### src/rtl/pe_mac_vec_if.sv
// pe_mac_vec_if: job/operand bus for the vector MAC processing element.
//   master (operand fetch side) drives: start, len, sat_en, relu_en, ready,
//                                       in_data1, in_data2
//   slave  (pe_mac_vec) drives:         outdata, done, busy
// Lane i of in_data1/in_data2 sits at bits [i*DATA_W +: DATA_W].
interface pe_mac_vec_if #(
    parameter int DATA_W = 8,
    parameter int LANES  = 4,
    parameter int ACC_W  = 24,
    parameter int LEN_W  = 8
);
    logic                    start;
    logic [LEN_W-1:0]        len;
    logic                    sat_en;
    logic                    relu_en;
    logic                    ready;
    logic [LANES*DATA_W-1:0] in_data1;
    logic [LANES*DATA_W-1:0] in_data2;
    logic [ACC_W-1:0]        outdata;
    logic                    done;
    logic                    busy;

    modport master (
        output start, len, sat_en, relu_en, ready, in_data1, in_data2,
        input  outdata, done, busy
    );

    modport slave (
        input  start, len, sat_en, relu_en, ready, in_data1, in_data2,
        output outdata, done, busy
    );
endinterface

### src/rtl/pe_mac_vec.sv
// pe_mac_vec: vector multiply-accumulate processing element.
//   clk    : rising-edge clock
//   rst_n  : asynchronous active-low reset
//   bus    : pe_mac_vec_if.slave (job control, operand lanes, result/done/busy)
// Pipeline: accept edge registers per-lane products (stage 1), the next edge
// registers the lane sum (stage 2), the edge after that folds the sum into the
// accumulator with optional saturation (stage 3). The last beat of a job
// publishes the result (optionally ReLU-clamped) with a one-cycle done.

// One multiplier lane: registered signed product.
module pe_mac_lane #(
    parameter int DATA_W = 8
) (
    input  logic                clk,
    input  logic                rst_n,
    input  logic                en,
    input  logic [DATA_W-1:0]   a,
    input  logic [DATA_W-1:0]   b,
    output logic [2*DATA_W-1:0] prod
);
    logic [2*DATA_W-1:0] a_x, b_x;

    // Low 2*DATA_W bits of the product of sign-extended operands are the exact
    // signed product.
    assign a_x = {{DATA_W{a[DATA_W-1]}}, a};
    assign b_x = {{DATA_W{b[DATA_W-1]}}, b};

    always_ff @(posedge clk or negedge rst_n) begin
        if (!rst_n)
            prod <= '0;
        else if (en)
            prod <= a_x * b_x;
    end
endmodule

module pe_mac_vec #(
    parameter int DATA_W = 8,
    parameter int LANES  = 4,
    parameter int ACC_W  = 24,
    parameter int LEN_W  = 8
) (
    input  logic         clk,
    input  logic         rst_n,
    pe_mac_vec_if.slave  bus
);
    localparam int P_W   = 2 * DATA_W;
    localparam int SUM_W = P_W + $clog2(LANES);

    logic [LEN_W-1:0]            len_q, cnt;
    logic                        sat_q, relu_q, busy_q, done_q;
    logic [2:1]                  vld_pipe;
    logic [2:1]                  last_pipe;   // marks the job's final beat
    logic [LANES-1:0][P_W-1:0]   prod;
    logic signed [SUM_W-1:0]     sum_c, sum_q;
    logic [ACC_W-1:0]            acc, acc_nxt, res, outdata_q;
    logic [ACC_W:0]              acc_wide;
    logic                        accept, last_beat, ovf;

    // A start in the same cycle flushes everything, so a concurrent beat is
    // simply not taken.
    assign accept    = busy_q && bus.ready && (cnt < len_q) && !bus.start;
    assign last_beat = (cnt == len_q - LEN_W'(1));

    for (genvar i = 0; i < LANES; i++) begin : g_lane
        pe_mac_lane #(.DATA_W(DATA_W)) u_lane (
            .clk  (clk),
            .rst_n(rst_n),
            .en   (accept),
            .a    (bus.in_data1[i*DATA_W +: DATA_W]),
            .b    (bus.in_data2[i*DATA_W +: DATA_W]),
            .prod (prod[i])
        );
    end

    // Lane reduction; SUM_W holds LANES worst-case products without overflow.
    always_comb begin
        sum_c = '0;
        for (int i = 0; i < LANES; i++)
            sum_c = sum_c + SUM_W'($signed(prod[i]));
    end

    // One extra bit exposes accumulator overflow: top two bits differ.
    always_comb begin
        acc_wide = {acc[ACC_W-1], acc} + (ACC_W+1)'(sum_q);
        ovf      = acc_wide[ACC_W] ^ acc_wide[ACC_W-1];
        if (sat_q && ovf)
            acc_nxt = acc_wide[ACC_W] ? {1'b1, {(ACC_W-1){1'b0}}}
                                      : {1'b0, {(ACC_W-1){1'b1}}};
        else
            acc_nxt = acc_wide[ACC_W-1:0];
        res = (relu_q && acc_nxt[ACC_W-1]) ? '0 : acc_nxt;
    end

    always_ff @(posedge clk or negedge rst_n) begin
        if (!rst_n) begin
            len_q     <= '0;
            cnt       <= '0;
            sat_q     <= 1'b0;
            relu_q    <= 1'b0;
            busy_q    <= 1'b0;
            done_q    <= 1'b0;
            vld_pipe  <= '0;
            last_pipe <= '0;
            sum_q     <= '0;
            acc       <= '0;
            outdata_q <= '0;
        end else begin
            done_q <= 1'b0;
            if (vld_pipe[1])
                sum_q <= sum_c;
            if (bus.start) begin
                // New job (or abort of the running one): drop in-flight beats.
                len_q     <= bus.len;
                sat_q     <= bus.sat_en;
                relu_q    <= bus.relu_en;
                cnt       <= '0;
                acc       <= '0;
                vld_pipe  <= '0;
                last_pipe <= '0;
                busy_q    <= (bus.len != '0);
                if (bus.len == '0) begin
                    outdata_q <= '0;
                    done_q    <= 1'b1;
                end
            end else begin
                vld_pipe  <= {vld_pipe[1], accept};
                last_pipe <= {last_pipe[1], accept && last_beat};
                if (accept)
                    cnt <= cnt + LEN_W'(1);
                if (vld_pipe[2]) begin
                    acc <= acc_nxt;
                    if (last_pipe[2]) begin
                        outdata_q <= res;
                        done_q    <= 1'b1;
                        busy_q    <= 1'b0;
                    end
                end
            end
        end
    end

    assign bus.outdata = outdata_q;
    assign bus.done    = done_q;
    assign bus.busy    = busy_q;
endmodule
### src/flat_wrapper.sv
// flat-port wrapper written by rule: the top's interface ports become plain ports
module pe_mac_vec_flat 
#(
    parameter int DATA_W = 8,
    parameter int LANES  = 4,
    parameter int ACC_W  = 24,
    parameter int LEN_W  = 8
)
  (clk, rst_n, bus_start, bus_len, bus_sat_en, bus_relu_en, bus_ready, bus_in_data1, bus_in_data2, bus_outdata, bus_done, bus_busy);
  pe_mac_vec_if #(.DATA_W(DATA_W), .LANES(LANES), .ACC_W(ACC_W), .LEN_W(LEN_W)) bus_i ();
  input  logic clk;
  input  logic rst_n;
  input wire logic [$bits(bus_i.start)-1:0] bus_start;
  input wire logic [$bits(bus_i.len)-1:0] bus_len;
  input wire logic [$bits(bus_i.sat_en)-1:0] bus_sat_en;
  input wire logic [$bits(bus_i.relu_en)-1:0] bus_relu_en;
  input wire logic [$bits(bus_i.ready)-1:0] bus_ready;
  input wire logic [$bits(bus_i.in_data1)-1:0] bus_in_data1;
  input wire logic [$bits(bus_i.in_data2)-1:0] bus_in_data2;
  output wire logic [$bits(bus_i.outdata)-1:0] bus_outdata;
  output wire logic [$bits(bus_i.done)-1:0] bus_done;
  output wire logic [$bits(bus_i.busy)-1:0] bus_busy;
  assign bus_i.start = bus_start;
  assign bus_i.len = bus_len;
  assign bus_i.sat_en = bus_sat_en;
  assign bus_i.relu_en = bus_relu_en;
  assign bus_i.ready = bus_ready;
  assign bus_i.in_data1 = bus_in_data1;
  assign bus_i.in_data2 = bus_in_data2;
  assign bus_outdata = bus_i.outdata;
  assign bus_done = bus_i.done;
  assign bus_busy = bus_i.busy;
  pe_mac_vec #(.DATA_W(DATA_W), .LANES(LANES), .ACC_W(ACC_W), .LEN_W(LEN_W)) u_core (.clk(clk), .rst_n(rst_n), .bus(bus_i));
endmodule
### config.mk
export PLATFORM = sky130hd
export DESIGN_NAME = pe_mac_vec_flat
export DESIGN_NICKNAME = d
export VERILOG_FILES = /design/src/rtl/pe_mac_vec_if.sv /design/src/rtl/pe_mac_vec.sv /design/src/flat_wrapper.sv
export SDC_FILE = /design/constraint.sdc
export NUM_CORES = 1
export LEC_CHECK = 0
export BUFFER_PORTS_ARGS = -buffer_cell sky130_fd_sc_hd__buf_4
export CAP_MARGIN = 20
export CELL_PAD_IN_SITES_DETAIL_PLACEMENT = 0
export CELL_PAD_IN_SITES_GLOBAL_PLACEMENT = 1
export CORE_ASPECT_RATIO = 0.8
export CORE_MARGIN = 8
export CORE_UTILIZATION = 50
export CTS_BUF_LIST = sky130_fd_sc_hd__clkbuf_4 sky130_fd_sc_hd__clkbuf_8 sky130_fd_sc_hd__clkbuf_16
export DETAILED_ROUTE_END_ITERATION = 12
export PLACE_DENSITY = 0.82
export SLEW_MARGIN = 20
export SYNTH_ARGS = -nofsm -noshare
export SYNTH_HDL_FRONTEND = slang
export SYNTH_SLANG_ARGS = --single-unit
### constraint.sdc
create_clock -name clk -period 3.9 [get_ports clk]
set_input_delay 0.78 -clock clk [delete_from_list [all_inputs] [get_ports clk]]
set_output_delay 0.78 -clock clk [all_outputs]
set_load 0.03 [all_outputs]
==> flow_metrics.py, run 1 <==
metrics = {
    "route": {
        "met3_wirelength_um": 1500,
        "route.detailed.wl_per_inst_um": 15.0,
        "wl_um": 42000,
        "num_vias": 14300,
        "m1_wl_um": 20100,
        "highest-signal-layer": "met4",
        "route.antenna.remaining_nets": 0,
        "vias_per_inst": 5.12,
        "drt_pre_antenna_iters": 7,
        "first_iter_violations": 771,
        "routed_length_on_met2_um": 19900,
        "route.detailed.drc": 0,
    },
    "flow_run": {
        "drv.max_cap_violation_count": 0,
    },
    "placement": {
        "port_buffers": 103,
        "gp_congestion": 0.877,
        "dpl.hpwl_um": 34600,
        "placed_cells_incl_taps": 2756,
    },
    "sta": {
        "max_clock_freq_mhz": 241,
        "period_share": 1.07,
        "setup_viol_count_final": 21,
        "tns_ns": -3.04,
        "period_minus_slack_ns": 4.16,
        "clock_skew_ns": 0.0118,
        "worst_path_setup_slack_after_routing_ns": -0.258,
        "setup_repair_after_global_routing_missed_its_margin": "yes",
        "max_slew_margin": 0.272,
        "fin_hold_ws_ns": 0.351,
        "worst-slew-pin-transition_ns": 1.09,
        "final-hold-violation-count": 0,
        "max_slew_vio_count": 0,
    },
    "logic_synthesis": {
        "syn_inst": 2010,
        "netlist.area_leader.share": 0.273,
        "yosys-top-cells-area": "sky130_fd_sc_hd__fa_1 (27%), sky130_fd_sc_hd__dfrtp_1 (21%), sky130_fd_sc_hd__ha_1 (11%)",
        "yosys_register_bits": 154,
        "synthesis.area_um2": 18600,
        "synth.yosys.warnings": 0,
        "async_reset_ff_frac": 1.00,
        "synth_area_per_cell_um2": 9.27,
        "postSynthNetCount": 2509,
        "synth_ff_type": "sky130_fd_sc_hd__dfrtp_1",
        "library_cell_with_the_largest_summed_area_after_synthesis": "sky130_fd_sc_hd__fa_1",
        "ys_seq_area_frac": 0.207,
        "synthDistinctLibCells": 62,
        "synth_enable_flop_cells": 0,
    },
    "cts": {
        "clk_root_buffer_cell": "sky130_fd_sc_hd__clkbuf_16",
        "cts_tree": "built",
        "clock_latency_ns": 0.43,
        "worst_setup_hold_path_clk_slew_ns": 0.07,
        "cts_hold_repair.buffers": 0,
        "numCtsBuffers": 17,
        "clock_tree.htree_level_count": 4,
        "clock_sinks": 154,
        "ctsLongestPathBuffers": 2,
    },
    "floorplanning": {
        "die_height_um": 189,
        "die_width_um": 232,
        "floorplan.die_area_um2": 43700,
        "floorplan.initialDensity": 0.505,
        "io_pins": 104,
        "num_rows": 63,
        "core_area_um2": 36900,
    },
    "worst_setup_path": {
        "timing.setup.critical_path_class": "in -> reg",
        "critical_path_fanout_max": 3,
        "cp_cell_sequence": "buf_8 > and2_4 > fa_1 > inv_2 > fa_1 > inv_2 > fa_1 > inv_2 > fa_1 > inv_2 > ha_4 > inv_2 > o21a_1 > o21ai_2 > nand4_1 > a31o_2 > xnor2_1 > o21ai_1",
        "crit_path_max_incr_delay_ns": 0.56,
        "cp-end-kind": "flop",
        "timing.critical_path.from_type": "input port",
        "path_common_cell": "sky130_fd_sc_hd__inv_2",
        "critical_path_arrival_ns": 4.46,
        "cpMaxStageDelayCell": "sky130_fd_sc_hd__fa_1",
        "worst_ep_required_time_ns": 4.20,
    },
    "layout": {
        "fraction_of_layout_instances_using_a_drive_strength_above_1": 0.235,
        "filler_cell_count": 3165,
        "num_antenna_cells": 0,
        "final_cells": 2799,
        "synthToLayoutAreaGrowth_pct": 22.1,
        "fin_util": 0.617,
        "design.final.nets": 2799,
    },
    "grt": {
        "tot_gr_track_use": 0.195,
        "grt_pass1_vias": 14800,
        "pin_count_of_the_biggest_net_entering_global_routing": 114,
        "grt_remaining_overflow": 0,
        "grt_pass1_wl_um": 71300,
        "grt_antenna_before_repair": 0,
    },
    "power_and_ir_drop": {
        "leakage_power_total_nw": 11.3,
        "total_power_of_the_final_layout_w": 0.0169,
        "power-per-cell-area_nw_per_um2": 741,
        "power.ir.vdd_worst_mv": 0.578,
    },
    "min_path": {
        "worstHoldPathType": "in -> async",
    },
    "run_status": {
        "run_status": "finished with violations",
        "failed_checks": "setup timing",
    },
}
## synthesized netlist by cell type (12+ instances only)
cell type / count
sky130_fd_sc_hd__a21o_1: 20
sky130_fd_sc_hd__xor2_1: 31
sky130_fd_sc_hd__fa_1: 254
sky130_fd_sc_hd__o211ai_1: 12
sky130_fd_sc_hd__o21ai_0: 111
sky130_fd_sc_hd__nor2_1: 55
sky130_fd_sc_hd__inv_1: 357
sky130_fd_sc_hd__xnor2_1: 76
sky130_fd_sc_hd__nand2_1: 261
sky130_fd_sc_hd__nor3_1: 16
sky130_fd_sc_hd__and2_1: 166
sky130_fd_sc_hd__a21oi_1: 77
sky130_fd_sc_hd__ha_1: 167
sky130_fd_sc_hd__mux2_2: 18
sky130_fd_sc_hd__dfrtp_1: 154
sky130_fd_sc_hd__nand3_1: 16
sky130_fd_sc_hd__nor2b_1: 34
sky130_fd_sc_hd__o21ai_2: 19
sky130_fd_sc_hd__clkbuf_1: 20
## logic make-up after synthesis
group	after synthesis	synth area share
compound gates	314	0.107
fa+ha+maj	421	0.385
simple gates	598	0.157
mux	22	0.0130
buf+inv	394	0.0813
xor+xnor	107	0.0503
flops	154	0.207
## path summary, 6_finish.rpt
| check | start | to | slack, ns | cells past startpoint |
|---|---|---|---|---|
| setup / recovery | bus_in_data1[29] | u_core.g_lane[3].u_lane.prod[15] | -0.26 | 18 |
| hold / removal | rst_n | u_core.bus.outdata[20] | 0.35 | 1 |
| setup reg to reg | u_core.g_lane[3].u_lane.prod[2] | u_core.sum_q[10] | 0.15 | 12 |
| hold reg to reg | u_core.bus.outdata[14] | u_core.bus.outdata[14] | 0.48 | 2 |
| max in group asynchronous | rst_n | u_core.acc[14] | 2.80 | 2 |
| min in group clk | u_core.bus.outdata[14] | u_core.bus.outdata[14] | 0.48 | 2 |
## sequential cells by signal, indices dropped and copies added (netlist names)
signal and count:
u_core.acc 24, u_core.bus.busy 1, u_core.bus.done 1, u_core.bus.outdata 24, u_core.cnt 8, u_core.g_lane.u_lane.prod 64
u_core.last_pipe 2, u_core.len_q 8, u_core.relu_q 1, u_core.sat_q 1, u_core.sum_q 18, u_core.vld_pipe 2
## report_power, final
part           internal, W  switching [W]  total [W]
clock network     0.000867       0.000667    0.00153
registers          0.00203       0.000442    0.00247
logic              0.00621        0.00665     0.0129
total              0.00910        0.00776     0.0169
## worst max-delay path: cells and delay by family
| kind | cells | cell delay, ns |
|---|---|---|
| buf+inv | 6 | 0.31 |
| fa+ha+maj | 5 | 2.35 |
| xor+xnor | 1 | 0.13 |
| compound gates | 4 | 0.63 |
| simple gates | 2 | 0.28 |
## stage by stage
step                      area (um2)  setup slack (ns)
after floorplan                18800            -0.459
after global placement         21500            -0.765
after detailed placement       21500            -0.837
after CTS                      22400            -0.281
after global routing           22800            -0.382
final                          22800            -0.258
## metal layers
layer | vias to the layer above | track usage
met4 | 0 | 0.0385
li1 | 6967 | -
met2 | 224 | 0.311
met5 | - | 0
met1 | 7098 | 0.284
met3 | 47 | 0.0258
## what timing repair did
item,CTS,global route
resized for setup,71,88
buffers inserted,8,5
setup endpoints to repair,25,29
pin swaps,67,65
## cell type report
type | count | area (um2) | share of cell area
clock buffers | 21 | 474 | 0.0208
clock inverters | 10 | 70.1 | 0.00308
inverters | 358 | 1350 | 0.0592
multi-input cells | 1462 | 13900 | 0.612
flip-flops and latches | 154 | 3850 | 0.169
well taps | 487 | 609 | 0.0268
repair buffers | 307 | 2480 | 0.109
## layout by cell type (no fill, tap or decap), types with 8 or more instances in the layout
cell type and count:
sky130_fd_sc_hd__inv_1 321, sky130_fd_sc_hd__buf_4 273, sky130_fd_sc_hd__nand2_1 254, sky130_fd_sc_hd__fa_1 241
sky130_fd_sc_hd__dfrtp_1 154, sky130_fd_sc_hd__ha_1 143, sky130_fd_sc_hd__and2_1 138, sky130_fd_sc_hd__o21ai_0 76
sky130_fd_sc_hd__xnor2_1 71, sky130_fd_sc_hd__a21oi_1 65, sky130_fd_sc_hd__nor2_1 54, sky130_fd_sc_hd__inv_2 35
sky130_fd_sc_hd__o21ai_2 32, sky130_fd_sc_hd__nor2b_1 30, sky130_fd_sc_hd__xor2_1 30, sky130_fd_sc_hd__and2_4 28
sky130_fd_sc_hd__o21ai_1 26, sky130_fd_sc_hd__buf_6 26, sky130_fd_sc_hd__ha_4 22, sky130_fd_sc_hd__a21o_1 20
sky130_fd_sc_hd__mux2_2 18, sky130_fd_sc_hd__clkbuf_16 17, sky130_fd_sc_hd__nor3_1 16, sky130_fd_sc_hd__nand3_1 16
sky130_fd_sc_hd__fa_2 13, sky130_fd_sc_hd__o211ai_1 12, sky130_fd_sc_hd__nand2b_1 10, sky130_fd_sc_hd__nand4_1 10
sky130_fd_sc_hd__a21oi_2 9, sky130_fd_sc_hd__o21a_1 8, sky130_fd_sc_hd__nor4_1 8, sky130_fd_sc_hd__o31ai_1 8
Note: power is estimated with default switching activity, not from simulation.
==> inputs of run 2 (changes only) <==
SYNTH_HIERARCHICAL = 1   (was unset)
==> flow_metrics.py, run 2 <==
metrics = {
    "run_status": {
        "run_status": "finished with violations",
        "failed_checks": "setup timing",
    },
    "worst_setup_path": {
        "reg2reg_from": "u_core/g_lane[2].u_lane/prod[1]",
        "timing.critical_path.from_type": "input port",
        "cp-end-kind": "flop",
        "critical_path_fanout_max": 8,
        "r2r_end": "u_core/sum_q[17]",
        "crit_path_max_incr_delay_ns": 0.54,
        "timing.setup.critical_path_class": "in -> reg",
        "path_common_cell": "sky130_fd_sc_hd__fa_1",
        "worst_ep_required_time_ns": 4.21,
        "critical_path_arrival_ns": 4.54,
        "cpMaxStageDelayCell": "sky130_fd_sc_hd__fa_1",
        "reg2reg_setup_slack_ns": 0.03,
        "r2r_cells": 13,
        "worstSetupStartpoint": "bus_in_data1[14]",
        "cp_cell_sequence": "buf_12 > and2_4 > fa_1 > inv_1 > fa_1 > inv_2 > fa_1 > inv_2 > fa_1 > inv_2 > ha_4 > o211a_1 > a211o_1 > and2_4 > o2111a_1 > a221o_1",
    },
    "sta": {
        "period_share": 1.08,
        "max_clock_freq_mhz": 237,
        "clock_skew_ns": 0.0129,
        "worst_path_setup_slack_after_routing_ns": -0.326,
        "setup_repair_after_global_routing_missed_its_margin": "yes",
        "period_minus_slack_ns": 4.23,
        "final-hold-violation-count": 0,
        "max_slew_vio_count": 0,
        "setup_viol_count_final": 24,
        "max_slew_margin": 0.325,
        "worst-slew-pin-transition_ns": 1.01,
    },
    "logic_synthesis": {
        "postSynthNetCount": 2601,
        "library_cell_with_the_largest_summed_area_after_synthesis": "sky130_fd_sc_hd__fa_1",
        "synth_enable_flop_cells": 0,
        "synth.yosys.warnings": 6,
        "synth_ff_type": "sky130_fd_sc_hd__dfrtp_1",
        "synthMostInstantiatedCell": "sky130_fd_sc_hd__inv_1",
        "netlist.area_leader.share": 0.261,
        "syn_inst": 2102,
        "yosys-top-cells-area": "sky130_fd_sc_hd__fa_1 (26%), sky130_fd_sc_hd__dfrtp_1 (20%), sky130_fd_sc_hd__ha_1 (11%)",
        "synth_top_cells_by_count": "sky130_fd_sc_hd__inv_1 (464), sky130_fd_sc_hd__fa_1 (254), sky130_fd_sc_hd__and2_1 (175), sky130_fd_sc_hd__ha_1 (167), sky130_fd_sc_hd__dfrtp_1 (154)",
        "synthesis.area_um2": 19500,
        "ys_seq_area_frac": 0.198,
        "synth_area_per_cell_um2": 9.28,
        "yosys_register_bits": 154,
        "async_reset_ff_frac": 1.00,
        "synthDistinctLibCells": 75,
    },
    "floorplanning": {
        "num_rows": 64,
        "core_area_um2": 38400,
        "floorplan.die_area_um2": 45600,
        "io_pins": 104,
        "die_height_um": 193,
        "die_width_um": 237,
        "floorplan.initialDensity": 0.508,
    },
    "route": {
        "route.antenna.remaining_nets": 0,
        "num_vias": 15100,
        "drt_pre_antenna_iters": 5,
        "route.detailed.wl_per_inst_um": 15.3,
        "first_iter_violations": 726,
        "route.detailed.drc": 0,
        "wl_um": 44500,
        "vias_per_inst": 5.17,
    },
    "flow_run": {
        "drv.max_cap_violation_count": 0,
    },
    "layout": {
        "synthToLayoutAreaGrowth_pct": 26.8,
        "design.final.nets": 2906,
        "layout.cells.most_common": "sky130_fd_sc_hd__inv_1",
        "num_antenna_cells": 0,
        "filler_cell_count": 3137,
        "fraction_of_layout_instances_using_a_drive_strength_above_1": 0.298,
        "largest_reg_flops": 64,
        "layout.cells.most_common_list": "sky130_fd_sc_hd__inv_1 (399), sky130_fd_sc_hd__buf_4 (240), sky130_fd_sc_hd__fa_1 (232), sky130_fd_sc_hd__dfrtp_1 (154), sky130_fd_sc_hd__nand2_1 (133)",
        "largest_register": "u_core/g_lane.u_lane/prod",
        "multi_input_comb_area_um2": 15100,
        "seqCellArea_um2": 3850,
        "postLayoutCellArea_um2": 24700,
        "final_cells": 2915,
    },
    "grt": {
        "tot_gr_track_use": 0.200,
        "grt_remaining_overflow": 0,
        "grt_antenna_before_repair": 0,
        "grt_pass1_vias": 15800,
        "grt_pass1_wl_um": 76200,
        "pin_count_of_the_biggest_net_entering_global_routing": 86,
    },
    "cts": {
        "numCtsBuffers": 17,
        "clock_sinks": 154,
        "clock_tree.htree_level_count": 4,
        "ctsLongestPathBuffers": 2,
        "worst_setup_hold_path_clk_slew_ns": 0.06,
        "cts_tree": "built",
        "cts_hold_repair.buffers": 0,
        "clock_latency_ns": 0.43,
        "clk_root_buffer_cell": "sky130_fd_sc_hd__clkbuf_16",
    },
    "placement": {
        "placed_cells_incl_taps": 2865,
        "place_worst_setup_slack_ns": -0.836,
        "gp_congestion": 0.849,
        "dpl.hpwl_um": 36500,
        "port_buffers": 103,
        "placed_inst_area_um2": 22800,
    },
    "power_and_ir_drop": {
        "power-per-cell-area_nw_per_um2": 866,
        "leakage_power_total_nw": 12.1,
        "power.ir.vdd_worst_mv": 0.666,
    },
    "min_path": {
        "worstHoldPathType": "in -> async",
    },
}
==> run 2: cell types whose count changed in the layout (fill, tap and decap cells not counted), sizes merged, moves of 8 or more <==
cell,before,now
xor2,31,22
nor2,55,44
nand3,16,31
mux2,18,54
buf,307,321
and2,166,177
o21a,8,16
o21ai,135,124
nor2b,34,42
nand2,261,149
inv,358,465
xnor2,76,65
a21o,21,40
==> run 2: worst max-delay path: cells and delay by family <==
kind	cells	cell delay, ns
adders and majority gates	5	2.21
AOI/OAI and AO/OA	4	0.95
buffers and inverters	5	0.29
and+or+nand+nor	2	0.31
==> run 2: worst max path at each step <==
stage	end	slack (ns)	depth (start not counted)
2_1_floorplan	u_core/g_lane[1].u_lane/prod[15]	-0.56	15
3_3_place_gp	u_core/g_lane[1].u_lane/prod[15]	-0.81	16
3_5_place_dp	u_core/g_lane[1].u_lane/prod[15]	-0.84	16
4_1_cts	u_core/g_lane[0].u_lane/prod[15]	-0.31	16
5_1_grt	u_core/g_lane[3].u_lane/prod[11]	-0.41	16
6_report	u_core/g_lane[1].u_lane/prod[15]	-0.33	16
==> run 2: metrics by stage <==
| step | util | TNS, ns | power, W | hold slack (ns) |
|---|---|---|---|---|
| 6_report | 0.645 | -3.35 | 0.0214 | 0.406 |
| 5_1_grt | 0.645 | -6.33 | 0.0236 | 0.480 |
| 4_1_cts | 0.631 | -3.05 | 0.0208 | 0.432 |
| 3_5_place_dp | 0.595 | -22.84 | 0.0180 | 0.457 |
| 3_3_place_gp | 0.595 | -21.10 | 0.0176 | 0.442 |
| 2_1_floorplan | - | -7.52 | 0.0138 | 0.433 |
==> run 2: final cells by class <==
type                    instances  share of cell area
clock buffers                  21              0.0189
clock inverters                11             0.00587
inverters                     465              0.0707
multi-input cells            1448               0.611
flip-flops and latches        154               0.156
well taps                     495              0.0250
repair buffers                321               0.113
==> run 2: timing repair <==
item                       in CTS  in global routing
hold endpoints to repair        0                  0
setup endpoints to repair      33                 36
pin swaps                     143                 98
buffers inserted               10                 10
resized for setup             193                123
==> run 2: kinds of logic after synthesis <==
kind of cell | synth area share
muxes | 0.0312
xor gates and xnor gates | 0.0391
buffers and inverters | 0.0989
AOI/OAI and AO/OA | 0.123
and+or+nand+nor | 0.142
DFF | 0.198
adders and majority gates | 0.368
==> run 2: power breakdown <==
part	total [W]	internal, W	switching, W
clock	0.00172	0.00105	0.000668
sequential	0.00255	0.00215	0.000397
combinational	0.0171	0.00844	0.00870
==> run 2: layer usage <==
layer / track usage / vias up / wire (um) / share of wire
met5: 0 / - / 0 / 0
met4: 0.0373 / 0 / 429 / 0.0096
met3: 0.0241 / 34 / 1450 / 0.032
met2: 0.334 / 230 / 21300 / 0.48
met1: 0.281 / 7478 / 21400 / 0.48
li1: - / 7343 / - / -
==> inputs of run 3 (changes only) <==
CTS_BUF_LIST = unset   (was sky130_fd_sc_hd__clkbuf_4 sky130_fd_sc_hd__clkbuf_8 sky130_fd_sc_hd__clkbuf_16)
HOLD_SLACK_MARGIN = 0.08   (was unset)
==> flow_metrics.py, run 3 (same netlist as run 2, synthesis figures left out) <==
metrics = {
    "layout": {
        "largest_register": "u_core/g_lane.u_lane/prod",
        "final_cells": 2916,
        "synthToLayoutAreaGrowth_pct": 26.8,
        "layout.cells.most_common_list": "sky130_fd_sc_hd__inv_1 (398), sky130_fd_sc_hd__buf_4 (241), sky130_fd_sc_hd__fa_1 (232), sky130_fd_sc_hd__dfrtp_1 (154), sky130_fd_sc_hd__nand2_1 (133)",
        "largest_reg_flops": 64,
        "fraction_of_layout_instances_using_a_drive_strength_above_1": 0.297,
        "design.final.nets": 2907,
        "layout.cells.most_common": "sky130_fd_sc_hd__inv_1",
        "postLayoutCellArea_um2": 24700,
        "num_antenna_cells": 0,
    },
    "route": {
        "wl_um": 44600,
        "vias_per_inst": 5.18,
        "first_iter_violations": 704,
        "route.detailed.wl_per_inst_um": 15.3,
        "route.antenna.remaining_nets": 0,
        "route.detailed.drc": 0,
        "drt_pre_antenna_iters": 5,
        "num_vias": 15100,
    },
    "sta": {
        "worst-slew-pin-transition_ns": 1.01,
        "clock_skew_ns": 0.0127,
        "max_slew_vio_count": 0,
        "worst_path_setup_slack_after_routing_ns": -0.326,
        "period_share": 1.08,
        "period_minus_slack_ns": 4.23,
        "tns_ns": -3.33,
        "final-hold-violation-count": 0,
        "max_slew_margin": 0.323,
        "setup_repair_after_global_routing_missed_its_margin": "yes",
        "setup_viol_count_final": 25,
        "max_clock_freq_mhz": 237,
        "fin_hold_ws_ns": 0.405,
    },
    "power_and_ir_drop": {
        "total_power_of_the_final_layout_w": 0.0214,
        "power.ir.vdd_worst_mv": 0.666,
        "leakage_power_total_nw": 12.1,
        "power-per-cell-area_nw_per_um2": 866,
    },
    "grt": {
        "tot_gr_track_use": 0.200,
        "grt_pass1_wl_um": 76100,
        "grt_pass1_vias": 15800,
        "grt_antenna_before_repair": 0,
        "pin_count_of_the_biggest_net_entering_global_routing": 86,
        "grt_remaining_overflow": 0,
    },
    "floorplanning": {
        "io_pins": 104,
        "floorplan.initialDensity": 0.508,
        "die_height_um": 193,
        "die_width_um": 237,
        "core_area_um2": 38400,
        "floorplan.die_area_um2": 45600,
        "num_rows": 64,
    },
    "worst_setup_path": {
        "critical_path_fanout_max": 8,
        "reg2reg_setup_slack_ns": 0.02,
        "cp-end-kind": "flop",
        "critical_path_arrival_ns": 4.54,
        "timing.setup.critical_path_class": "in -> reg",
        "timing.critical_path.from_type": "input port",
        "worst_ep_required_time_ns": 4.21,
    },
    "cts": {
        "cts_tree": "built",
        "clock_sinks": 154,
        "worst_setup_hold_path_clk_slew_ns": 0.06,
        "cts_hold_repair.buffers": 0,
        "ctsLongestPathBuffers": 2,
        "clock_tree.htree_level_count": 4,
        "clk_root_buffer_cell": "sky130_fd_sc_hd__clkbuf_16",
        "numCtsBuffers": 17,
        "clock_latency_ns": 0.43,
    },
    "run_status": {
        "run_status": "finished with violations",
        "failed_checks": "setup timing",
    },
    "flow_run": {
        "drv.max_cap_violation_count": 0,
    },
    "min_path": {
        "worstHoldPathType": "in -> async",
    },
    "placement": {
        "placed_cells_incl_taps": 2865,
        "port_buffers": 103,
        "dpl.hpwl_um": 36500,
        "placed_inst_area_um2": 22800,
        "gp_congestion": 0.849,
    },
}
[run 3: worst max-delay path, cell delays in order]
cell                       delay, ns
sky130_fd_sc_hd__buf_12         0.11
sky130_fd_sc_hd__and2_4         0.15
sky130_fd_sc_hd__fa_1           0.49
sky130_fd_sc_hd__inv_1          0.05
sky130_fd_sc_hd__fa_1           0.48
sky130_fd_sc_hd__inv_2          0.04
sky130_fd_sc_hd__fa_1           0.54
sky130_fd_sc_hd__inv_2          0.04
sky130_fd_sc_hd__fa_1           0.49
sky130_fd_sc_hd__inv_2          0.05
sky130_fd_sc_hd__ha_4           0.21
sky130_fd_sc_hd__o211a_1        0.13
sky130_fd_sc_hd__a211o_1        0.34
sky130_fd_sc_hd__and2_4         0.16
sky130_fd_sc_hd__o2111a_1       0.23
sky130_fd_sc_hd__a221o_1        0.25
[run 3: per-layer routing]
| layer | up-vias | track usage | wire length, um |
|---|---|---|---|
| met3 | 38 | 0.0241 | 1480 |
| met2 | 229 | 0.334 | 21300 |
| met4 | 0 | 0.0373 | 454 |
| met5 | - | 0 | 0 |
| li1 | 7347 | - | - |
| met1 | 7477 | 0.280 | 21300 |
[run 3: power by group]
| part | switching, W | internal, W |
|---|---|---|
| Sequential | 0.000396 | 0.00215 |
| Combinational | 0.00871 | 0.00844 |
| Clock | 0.000669 | 0.00104 |
| Total | 0.00978 | 0.0116 |
[run 3: layout make-up]
type / count / area (um2)
clock buffer: 21 / 460
fill: 3138 / 13600
timing repair buffer: 322 / 2790
sequential: 154 / 3850
inverter: 465 / 1750
tap: 495 / 619
clock inverter: 11 / 145
multi-input combinational: 1448 / 15100
[run 3: per-stage QoR]
stage                     setup WS (ns)   util
after CTS                        -0.312  0.631
after floorplan                  -0.563      -
final                            -0.326  0.645
after global routing             -0.409  0.645
after global placement           -0.813  0.595
after detailed placement         -0.836  0.595
[run 3: worst paths after layout]
kind,depth (start not counted),endpoint,start
max,16,u_core/g_lane[1].u_lane/prod[15],bus_in_data1[14]
min,1,u_core/bus.outdata[1],rst_n
max reg2reg,13,u_core/sum_q[17],u_core/g_lane[2].u_lane/prod[1]
min reg2reg,2,u_core/bus.outdata[19],u_core/bus.outdata[19]
max in group asynchronous,2,u_core/g_lane[2].u_lane/prod[14],rst_n
min in group clk,2,u_core/bus.outdata[19],u_core/bus.outdata[19]
[run 3: what timing repair did]
| item | in CTS | in global routing |
|---|---|---|
| pin swaps | 143 | 103 |
| setup endpoints to repair | 33 | 36 |
| buffers inserted | 10 | 11 |
| gates resized for setup | 193 | 124 |
